===== config.mk =====
export PLATFORM = sky130hd
export DESIGN_NAME = button_event_decoder
export DESIGN_NICKNAME = d
export VERILOG_FILES = /design/src/rtl/button_event_decoder.sv
export SDC_FILE = /design/constraint.sdc
export NUM_CORES = 1
export LEC_CHECK = 0
export BUFFER_PORTS_ARGS = -buffer_cell sky130_fd_sc_hd__buf_2
export CAP_MARGIN = 20
export CORE_AREA = 2 2 145 182
export CTS_BUF_LIST = sky130_fd_sc_hd__clkbuf_16
export DETAILED_ROUTE_END_ITERATION = 12
export DIE_AREA = 0 0 147 184
export HOLD_SLACK_MARGIN = 0.08
export PLACE_DENSITY = 0.41
export SLEW_MARGIN = 20
export SYNTH_ARGS = -nofsm -noshare
export SYNTH_HDL_FRONTEND = slang
export SYNTH_SLANG_ARGS = --single-unit

===== constraint.sdc =====
create_clock -name clk -period 4.1 [get_ports clk]
set_input_delay 0.205 -clock clk [delete_from_list [all_inputs] [get_ports clk]]
set_output_delay 0.205 -clock clk [all_outputs]
set_load 0.02 [all_outputs]

===== src/rtl/button_event_decoder.sv =====
// button_event_decoder: synchronises, debounces and classifies two
// active-low buttons into short/long/double events behind a small FIFO.

module button_event_channel #(
    parameter int DEBOUNCE_CYCLES = 240000,
    parameter int LONG_CYCLES     = 12000000,
    parameter int GAP_CYCLES      = 6000000
) (
    input  logic       clk,
    input  logic       rst,
    input  logic       btn_n_i,
    output logic       pressed_o,
    output logic [1:0] code_o
);
    localparam int DW   = $clog2(DEBOUNCE_CYCLES + 1);
    localparam int TLIM = (LONG_CYCLES > GAP_CYCLES) ? LONG_CYCLES : GAP_CYCLES;
    localparam int TW   = $clog2(TLIM + 1);

    typedef enum logic [2:0] {
        S_IDLE, S_DOWN, S_HELD, S_WAIT, S_DOWN2
    } state_t;

    logic          sync1_q, sync2_q;
    logic          synced;
    logic [DW-1:0] db_cnt_q, db_cnt_d;
    logic          level_q, level_d;
    logic          rise, fall;
    state_t        state_q, state_d;
    logic [TW-1:0] timer_q, timer_d;
    logic          long_hit, gap_hit;

    // Two-flop synchroniser, idles at the released level.
    always_ff @(posedge clk or posedge rst) begin
        if (rst) begin
            sync1_q <= 1'b1;
            sync2_q <= 1'b1;
        end else begin
            sync1_q <= btn_n_i;
            sync2_q <= sync1_q;
        end
    end

    assign synced = ~sync2_q;

    // Debounce: count consecutive disagreeing cycles, flip on the last one.
    always_comb begin
        db_cnt_d = '0;
        level_d  = level_q;
        if (synced != level_q) begin
            if (db_cnt_q == DW'(DEBOUNCE_CYCLES - 1)) begin
                level_d = synced;
            end else begin
                db_cnt_d = db_cnt_q + 1'b1;
            end
        end
    end

    assign rise     = level_d & ~level_q;
    assign fall     = ~level_d & level_q;
    assign long_hit = (timer_q == TW'(LONG_CYCLES - 1));
    assign gap_hit  = (timer_q == TW'(GAP_CYCLES - 1));

    // Debounce and gesture state registers.
    always_ff @(posedge clk or posedge rst) begin
        if (rst) begin
            db_cnt_q <= '0;
            level_q  <= 1'b0;
            state_q  <= S_IDLE;
            timer_q  <= '0;
        end else begin
            db_cnt_q <= db_cnt_d;
            level_q  <= level_d;
            state_q  <= state_d;
            timer_q  <= timer_d;
        end
    end

    // Gesture next state; timer restarts on every state change and saturates.
    always_comb begin
        state_d = state_q;
        unique case (state_q)
            S_IDLE:  if (rise) state_d = S_DOWN;
            S_DOWN:  if (fall) state_d = S_WAIT;
                     else if (long_hit) state_d = S_HELD;
            S_HELD:  if (fall) state_d = S_IDLE;
            S_WAIT:  if (rise) state_d = S_DOWN2;
                     else if (gap_hit) state_d = S_IDLE;
            S_DOWN2: if (fall) state_d = S_IDLE;
                     else if (long_hit) state_d = S_HELD;
            default: state_d = S_IDLE;
        endcase
        if (state_d != state_q) begin
            timer_d = '0;
        end else if (timer_q == '1) begin
            timer_d = timer_q;
        end else begin
            timer_d = timer_q + 1'b1;
        end
    end

    // Gesture output: one-cycle event code, 00 when nothing is emitted.
    always_comb begin
        code_o = 2'b00;
        unique case (state_q)
            S_DOWN:  if (!fall && long_hit) code_o = 2'b10;
            S_WAIT:  if (!rise && gap_hit) code_o = 2'b01;
            S_DOWN2: if (fall || long_hit) code_o = 2'b11;
            default: code_o = 2'b00;
        endcase
    end

    assign pressed_o = level_q;
endmodule

module button_event_decoder #(
    parameter int DEBOUNCE_CYCLES = 240000,
    parameter int LONG_CYCLES     = 12000000,
    parameter int GAP_CYCLES      = 6000000,
    parameter int FIFO_DEPTH      = 4
) (
    input  logic       clk,
    input  logic       rst,
    input  logic       btn_a_n,
    input  logic       btn_b_n,
    output logic       pressed_a,
    output logic       pressed_b,
    output logic       evt_valid,
    input  logic       evt_ready,
    output logic       evt_btn,
    output logic [1:0] evt_code,
    output logic       overflow
);
    localparam int AW = $clog2(FIFO_DEPTH);
    localparam int CW = AW + 1;

    logic [1:0]    code_a, code_b;
    logic          push_a, push_b, acc_a, acc_b, pop, drop;
    logic [2:0]    mem_q [FIFO_DEPTH];
    logic [AW-1:0] rd_q, wr_q, wr_b;
    logic [CW-1:0] cnt_q, cnt_d, free_slots;
    logic          ovf_q;

    button_event_channel #(
        .DEBOUNCE_CYCLES(DEBOUNCE_CYCLES),
        .LONG_CYCLES    (LONG_CYCLES),
        .GAP_CYCLES     (GAP_CYCLES)
    ) u_chan_a (
        .clk      (clk),
        .rst      (rst),
        .btn_n_i  (btn_a_n),
        .pressed_o(pressed_a),
        .code_o   (code_a)
    );

    button_event_channel #(
        .DEBOUNCE_CYCLES(DEBOUNCE_CYCLES),
        .LONG_CYCLES    (LONG_CYCLES),
        .GAP_CYCLES     (GAP_CYCLES)
    ) u_chan_b (
        .clk      (clk),
        .rst      (rst),
        .btn_n_i  (btn_b_n),
        .pressed_o(pressed_b),
        .code_o   (code_b)
    );

    assign push_a    = (code_a != 2'b00);
    assign push_b    = (code_b != 2'b00);
    assign evt_valid = (cnt_q != '0);
    assign pop       = evt_valid & evt_ready;

    // Admission: pop frees a slot first, then A, then B take what is left.
    always_comb begin
        free_slots = CW'(FIFO_DEPTH) - cnt_q + CW'(pop);
        acc_a      = push_a & (free_slots != '0);
        acc_b      = push_b & (free_slots > CW'(acc_a));
        drop       = (push_a & ~acc_a) | (push_b & ~acc_b);
        wr_b       = wr_q + AW'(acc_a);
        cnt_d      = cnt_q - CW'(pop) + CW'(acc_a) + CW'(acc_b);
    end

    // Event storage; B lands behind A when both are accepted.
    always_ff @(posedge clk or posedge rst) begin
        if (rst) begin
            for (int i = 0; i < FIFO_DEPTH; i++) mem_q[i] <= '0;
        end else begin
            for (int i = 0; i < FIFO_DEPTH; i++) begin
                if (acc_a && wr_q == AW'(i)) begin
                    mem_q[i] <= {1'b0, code_a};
                end else if (acc_b && wr_b == AW'(i)) begin
                    mem_q[i] <= {1'b1, code_b};
                end
            end
        end
    end

    // Pointers, occupancy and sticky overflow.
    always_ff @(posedge clk or posedge rst) begin
        if (rst) begin
            rd_q  <= '0;
            wr_q  <= '0;
            cnt_q <= '0;
            ovf_q <= 1'b0;
        end else begin
            rd_q  <= rd_q + AW'(pop);
            wr_q  <= wr_q + AW'(acc_a) + AW'(acc_b);
            cnt_q <= cnt_d;
            if (drop) ovf_q <= 1'b1;
        end
    end

    assign {evt_btn, evt_code} = evt_valid ? mem_q[rd_q] : 3'b000;
    assign overflow            = ovf_q;
endmodule


Word-level counts from Yosys, hierarchy flattened

Cells that the tools add are included.

Register bits: 116
Bits of input ports: 5
Output and inout bits: 7

$add $sub $neg: 12
Order comparisons: 2
Equal/unequal tests: 28
Muxes and demuxes: 48
Bitwise gates (word level): 19
Reduce and logical (&&, ||, !) cells: 30

Operator list:

| cell                    | count |
|---|---|
| $eq A24 B24 Y1 const B  | 4 |
| $mux W24                | 4 |
| $mux W3                 | 25 |
| $mux W18                | 4 |
| $add A24 B1 Y24 const B | 2 |
| $eq A24 B23 Y1 const B  | 2 |
| $add A18 B1 Y18 const B | 2 |
| $eq A18 B18 Y1 const B  | 2 |
| $pmux W3 S5             | 2 |
| $eq A3 B2 Y1 const B    | 4 |
| $logic_and A1 B1 Y1     | 12 |
| $pmux W2 S3             | 2 |
| $reduce_bool A2 Y1      | 6 |
| $add A3 B1 Y3           | 3 |
| $and A1 B1 Y1           | 9 |
| $eq A2 B2 Y1 const B    | 4 |
| $mux W2                 | 4 |
| $not A1 Y1              | 8 |
| $add A2 B1 Y2           | 3 |
| $bmux W3 S2             | 1 |
| $eq A3 B1 Y1 const B    | 2 |
| $eq A3 B3 Y1 const B    | 2 |
| $logic_not A3 Y1        | 2 |
| $mux W1                 | 6 |
| other kinds (14)        | 24 |

Logic depth before layout (Yosys ltp)

Word-level depth: 16
Depth in mapped cells: 15

Cells and area by module

From an unflattened synthesis, not the netlist that was laid out.

Cell total of the unflattened synthesis: 674
Area total of the unflattened synthesis: 6610.1 µm²

By module, submodules not included:

| module               | times used | cells an instance | area an instance (µm²) | seq. area each (µm²) |
|---|---|---|---|---|
| button_event_channel | 2          | 277               | 2688.8                 | 1203.7 |
| button_event_decoder | 1          | 120               | 1232.4                 | 500.5 |

Least setup slack after synthesis

No wires, ideal clock.

Kind: reg-to-reg
Start: register u_chan_a.timer_q[0]
End: register mem_q[9] in the netlist's numbering
Arrival time: 3.625 ns
Setup slack: 0.411 ns
Cell stages (with the launch flop): 15
Clock period less this slack: 3.689 ns
Cell sequence: dfrtp_1 > ha_1 > nand2_1 > or4_4 > or4_4 > or3_2 > a21oi_1 > nor2_1 > nor2_1 > ha_1 > xnor2_1 > nor2b_1 > nand3_1 > a221oi_1 > a21o_1

Cells in the longest elaborated chain, start to end: 10

RTL lines:

| what                                              | RTL line | RTL |
|---|---|---|
| from (decl)                                       | 29       | `logic [TW-1:0] timer_q, timer_d;` |
| from (signal assigned)                            | 74       | `timer_q <= timer_d;` |
| $eq A24 B24 Y1 or $eq A24 B23 Y1 (tied branches)  | 60, 61   |  |
| $logic_or A1 B1 Y1 (tied with other cells)        | 107      | `S_DOWN2: if (fall \|\| long_hit) code_o = 2'b11;` |
| $mux W2 (tied with other cells)                   | 107      |  |
| $pmux W2 S3 *                                     | 104      | `unique case (state_q)` |
| $reduce_bool A2 Y1                                | 167      | `assign push_a = (code_a != 2'b00);` |
| $and A1 B1 Y1                                     | 175      | `acc_a = push_a & (free_slots != '0);` |
| $gt A3 B1 Y1 or $add A2 B1 Y2 (tied branches)     | 176, 178 |  |
| $and A1 B1 Y1 or $logic_not A2 Y1 (tied branches) | 176, 190 |  |
| $logic_and A1 B1 Y1                               | 190      | `end else if (acc_b && wr_b == AW'(i)) begin` |
| $reduce_bool A2 Y1 (no line)                      | --       |  |
| to (signal, indexed assignment)                   | 189      | `mem_q[i] <= {1'b0, code_a};` |
| to (signal, indexed assignment)                   | 191      | `mem_q[i] <= {1'b1, code_b};` |
| to (decl)                                         | 138      | `logic [2:0] mem_q [FIFO_DEPTH];` |

Mark *: on every way between the ends. The rest lies on a longest branch, timed or not.
A chain may end at the register's enable or synchronous reset.

Worst setup path in the final report

Same ends and word-level chain as after synthesis.

==> impl_metrics.py <==
metrics = {
    "outcome": {
        "status": "complete, no violations",
    },
    "global_routing": {
        "grt_pass1_wl_mm": 27.05,
        "grt_max_degree": 51,
        "grt_usage": 0.1226,
        "grt_pass1_vias": 5481,
        "antenna_found_initial": 0,
        "grt-ovfl-total": 0,
    },
    "cells_and_area": {
        "final_area_mm2": 0.007732,
        "nNetsFinal": 747,
        "regArea_mm2": 0.002908,
        "fillers": 2667,
        "drive_gt1_frac": 0.1092,
        "area_growth_pct": 18.69,
        "num_antenna_cells": 0,
        "multi_input_area_mm2": 0.003495,
    },
    "synth": {
        "ys_seq_area_frac": 0.4463,
        "synthTopCellsByCount": "dfrtp_1, nor2_1, nand2_1, xor2_1, nand3_1",
        "syn_avg_cell_area_um2": 9.334,
        "synth_fp_nets": 715,
        "postSynth.asyncResetShare": 1.000,
        "synth-edff-count": 0,
        "yosys_warnings": 0,
        "synth_top_cell_by_area": "dfrtp_1",
        "netlist_area_mm2": 0.006515,
        "netlist.area_leader.share": 0.4302,
        "synth-seq-cells": 116,
        "netlist_instances": 698,
        "yosys.cell_count.top_type": "dfrtp_1",
        "synth_cell_type_count": 63,
        "synth.area.top_cells": "dfrtp_1, nor2_1, xor2_1, xnor2_1, nand3_1",
        "synth_top_flop_cell": "dfrtp_1",
    },
    "sta": {
        "maxSlewHeadroom": 0.4149,
        "skew_ps": 8.556,
        "tightest_slew_ps": 875.5,
        "fmax_mhz": 258.6,
        "setup_viol": 0,
        "maxSlewViolCount": 0,
        "period_minus_slack_ps": 3867,
        "post-route-period-util": 0.9432,
        "layout_setup_ws_ps": 232.9,
        "hold_viol": 0,
        "rsz0062_at_grt": "yes",
    },
    "worst_setup_path": {
        "cp-start-kind": "flip-flop",
        "crit_fanout": 5,
        "critPathKind": "reg2reg",
        "cp.required_ps": 4450,
        "cp_cell_sequence": "ha_2, nand2_1, or4_4, or4_4, or3_2, a21oi_1, nor2_1, nor2_1, ha_1, xnor2_2, nor2b_4, nand3_1, a221oi_2, a21o_1",
        "max_stage_delay_ps": 550,
        "arrival_ps": 4220,
        "cp_slowest_cell": "or4_4",
        "crit_path_end_kind": "flip-flop",
    },
    "drt": {
        "drt_iter0_drc": 390,
        "drt-total-wl_mm": 15.42,
        "wl_per_cell_um": 14.31,
        "ant_nets": 0,
        "drt-pass1-iter-count": 4,
        "route.detailed.drc": 0,
        "dr_total_vias": 5219,
        "routed_via_density": 4.846,
    },
    "placed_design": {
        "post_dp_cell_area_mm2": 0.007039,
        "dp_slack_ps": 189.1,
        "dp_hpwl_mm": 11.02,
        "place.gp.congestion": 0.8245,
        "numPortBuffers": 11,
    },
    "floorplanning": {
        "die_area_mm2": 0.02705,
        "initial_core_util": 0.2584,
        "io_pins": 12,
        "dieWidth_um": 147,
        "num_rows": 65,
        "core_area_mm2": 0.02521,
        "die_y_um": 184,
    },
    "clock_network": {
        "cts.sinks": 116,
        "clk_latency_ps": 420,
        "clk_pin_slew_ps": 60,
        "clock_path_buffers": 2,
        "htreeDepth": 4,
        "cts_root_buf": "clkbuf_16",
        "cts_buffers": 17,
        "cts_tree": "built",
    },
    "hold_path": {
        "hold_path_class": "in2reg",
    },
    "pwr": {
        "power_w": 0.003108,
        "p_leak_nw": 3.262,
        "irDropWorstVdd_mv": 0.2423,
        "p_per_area_mw_per_mm2": 402.0,
    },
    "run": {
        "cap_violations": 0,
    },
}
==> critical path: cells and delay by family (launching register included) <==
| kind | cells | cell delay, ps |
|---|---|---|
| and+or+nand+nor | 8 | 2230 |
| AOI/OAI and AO/OA | 3 | 590 |
| adders and majority gates | 2 | 430 |
| DFF | 1 | 390 |
| xor gates and xnor gates | 1 | 190 |
==> area by class of cell <==
cell class              count  area share
clock buffers              17     0.05502
clock inverters            14     0.02524
repair buffers             28     0.02460
inverters                  26     0.01294
flip-flops and latches    116      0.3761
multi-input cells         541      0.4519
well taps                 335     0.05421
==> final timing paths <==
kind / slack, ps / from / depth (start not counted) / to
max reg2reg: 230 / u_chan_a.timer_q[0] / 14 / mem_q[9]
max in group asynchronous: 2670 / rst / 4 / u_chan_a.sync1_q
min in group asynchronous: 450 / rst / 3 / u_chan_a.timer_q[0]
min reg2reg: 350 / u_chan_b.sync1_q / 0 / u_chan_b.sync2_q
min: 180 / evt_ready / 4 / rd_q[0]
max: 230 / u_chan_a.timer_q[0] / 14 / mem_q[9]
==> logic make-up (layout without fill, tap and decap cells) <==
logic type,after synthesis,in the layout,share of synthesized area
adder cells (fa/ha/maj),13,13,0.02689
AO/OA/AOI/OAI,78,78,0.08182
XOR/XNOR,76,76,0.1022
AND/OR/NAND/NOR,361,361,0.2933
multiplexers,13,13,0.02593
flip-flops,116,116,0.4463
buffers and inverters,41,85,0.02362
==> through the flow <==
stage	cells	TNS (ps)	hold slack (ps)	utilization
after detailed placement	1042	0	313.6	0.2792
after global placement	1042	0	313.7	0.2792
after global routing	1077	-162.2	190.7	0.3067
after floorplan	698	0	209.5	-
after CTS	1076	0	169.9	0.3050
final	1077	0	180.2	0.3067
==> flip-flops by register name, summed over array words and instances, names as in the netlist <==
name,cells
mem_q,12
u_chan_a.state_q,3
u_chan_a.timer_q,24
u_chan_a.sync1_q,1
u_chan_a.sync2_q,1
cnt_q,3
wr_q,2
u_chan_b.sync2_q,1
overflow,1
u_chan_b.pressed_o,1
u_chan_b.db_cnt_q,18
u_chan_a.db_cnt_q,18
u_chan_b.timer_q,24
u_chan_b.sync1_q,1
rd_q,2
u_chan_b.state_q,3
u_chan_a.pressed_o,1
==> per-layer routing <==
| layer | track usage | vias up | share of wire |
|---|---|---|---|
| met2 | 0.2188 | 71 | 0.52 |
| met4 | 0.04346 | 0 | 0.018 |
| li1 | - | 2533 | - |
| met1 | 0.1453 | 2593 | 0.44 |
| met3 | 0.02680 | 22 | 0.022 |
| met5 | 0 | - | 0 |
==> layout by cell type, fill, tap and decap left out, types with 9 or more instances in the layout <==
cell type,synthesis,routed
a21oi_1,17,17
and2_1,12,11
and3_1,16,16
buf_2,0,11
buf_4,0,14
clkbuf_16,0,17
dfrtp_1,112,112
ha_1,10,9
inv_1,26,28
mux2i_1,9,9
nand2_1,53,53
nand2b_1,10,10
nand3_1,42,42
nand4_1,24,24
nor2_1,111,110
nor2b_1,11,10
nor3_1,10,10
nor4_1,13,12
o21ai_0,18,18
or3_1,11,11
xnor2_1,31,30
xor2_1,45,45
==> what timing repair did <==
item	4_1_cts	5_1_grt
buffers inserted	0	1
endpoints found under the hold margin	50	0
setup endpoints to repair	0	8
hold buffers	3	0
resized for setup	0	8
==> where the power goes <==
group | internal [W] | switching (W)
Clock | 0.00106 | 0.000528
Combinational | 0.000122 | 0.000176
Sequential | 0.00118 | 0.0000390
Total | 0.00237 | 0.000743
(Power assumes the default switching activity.)
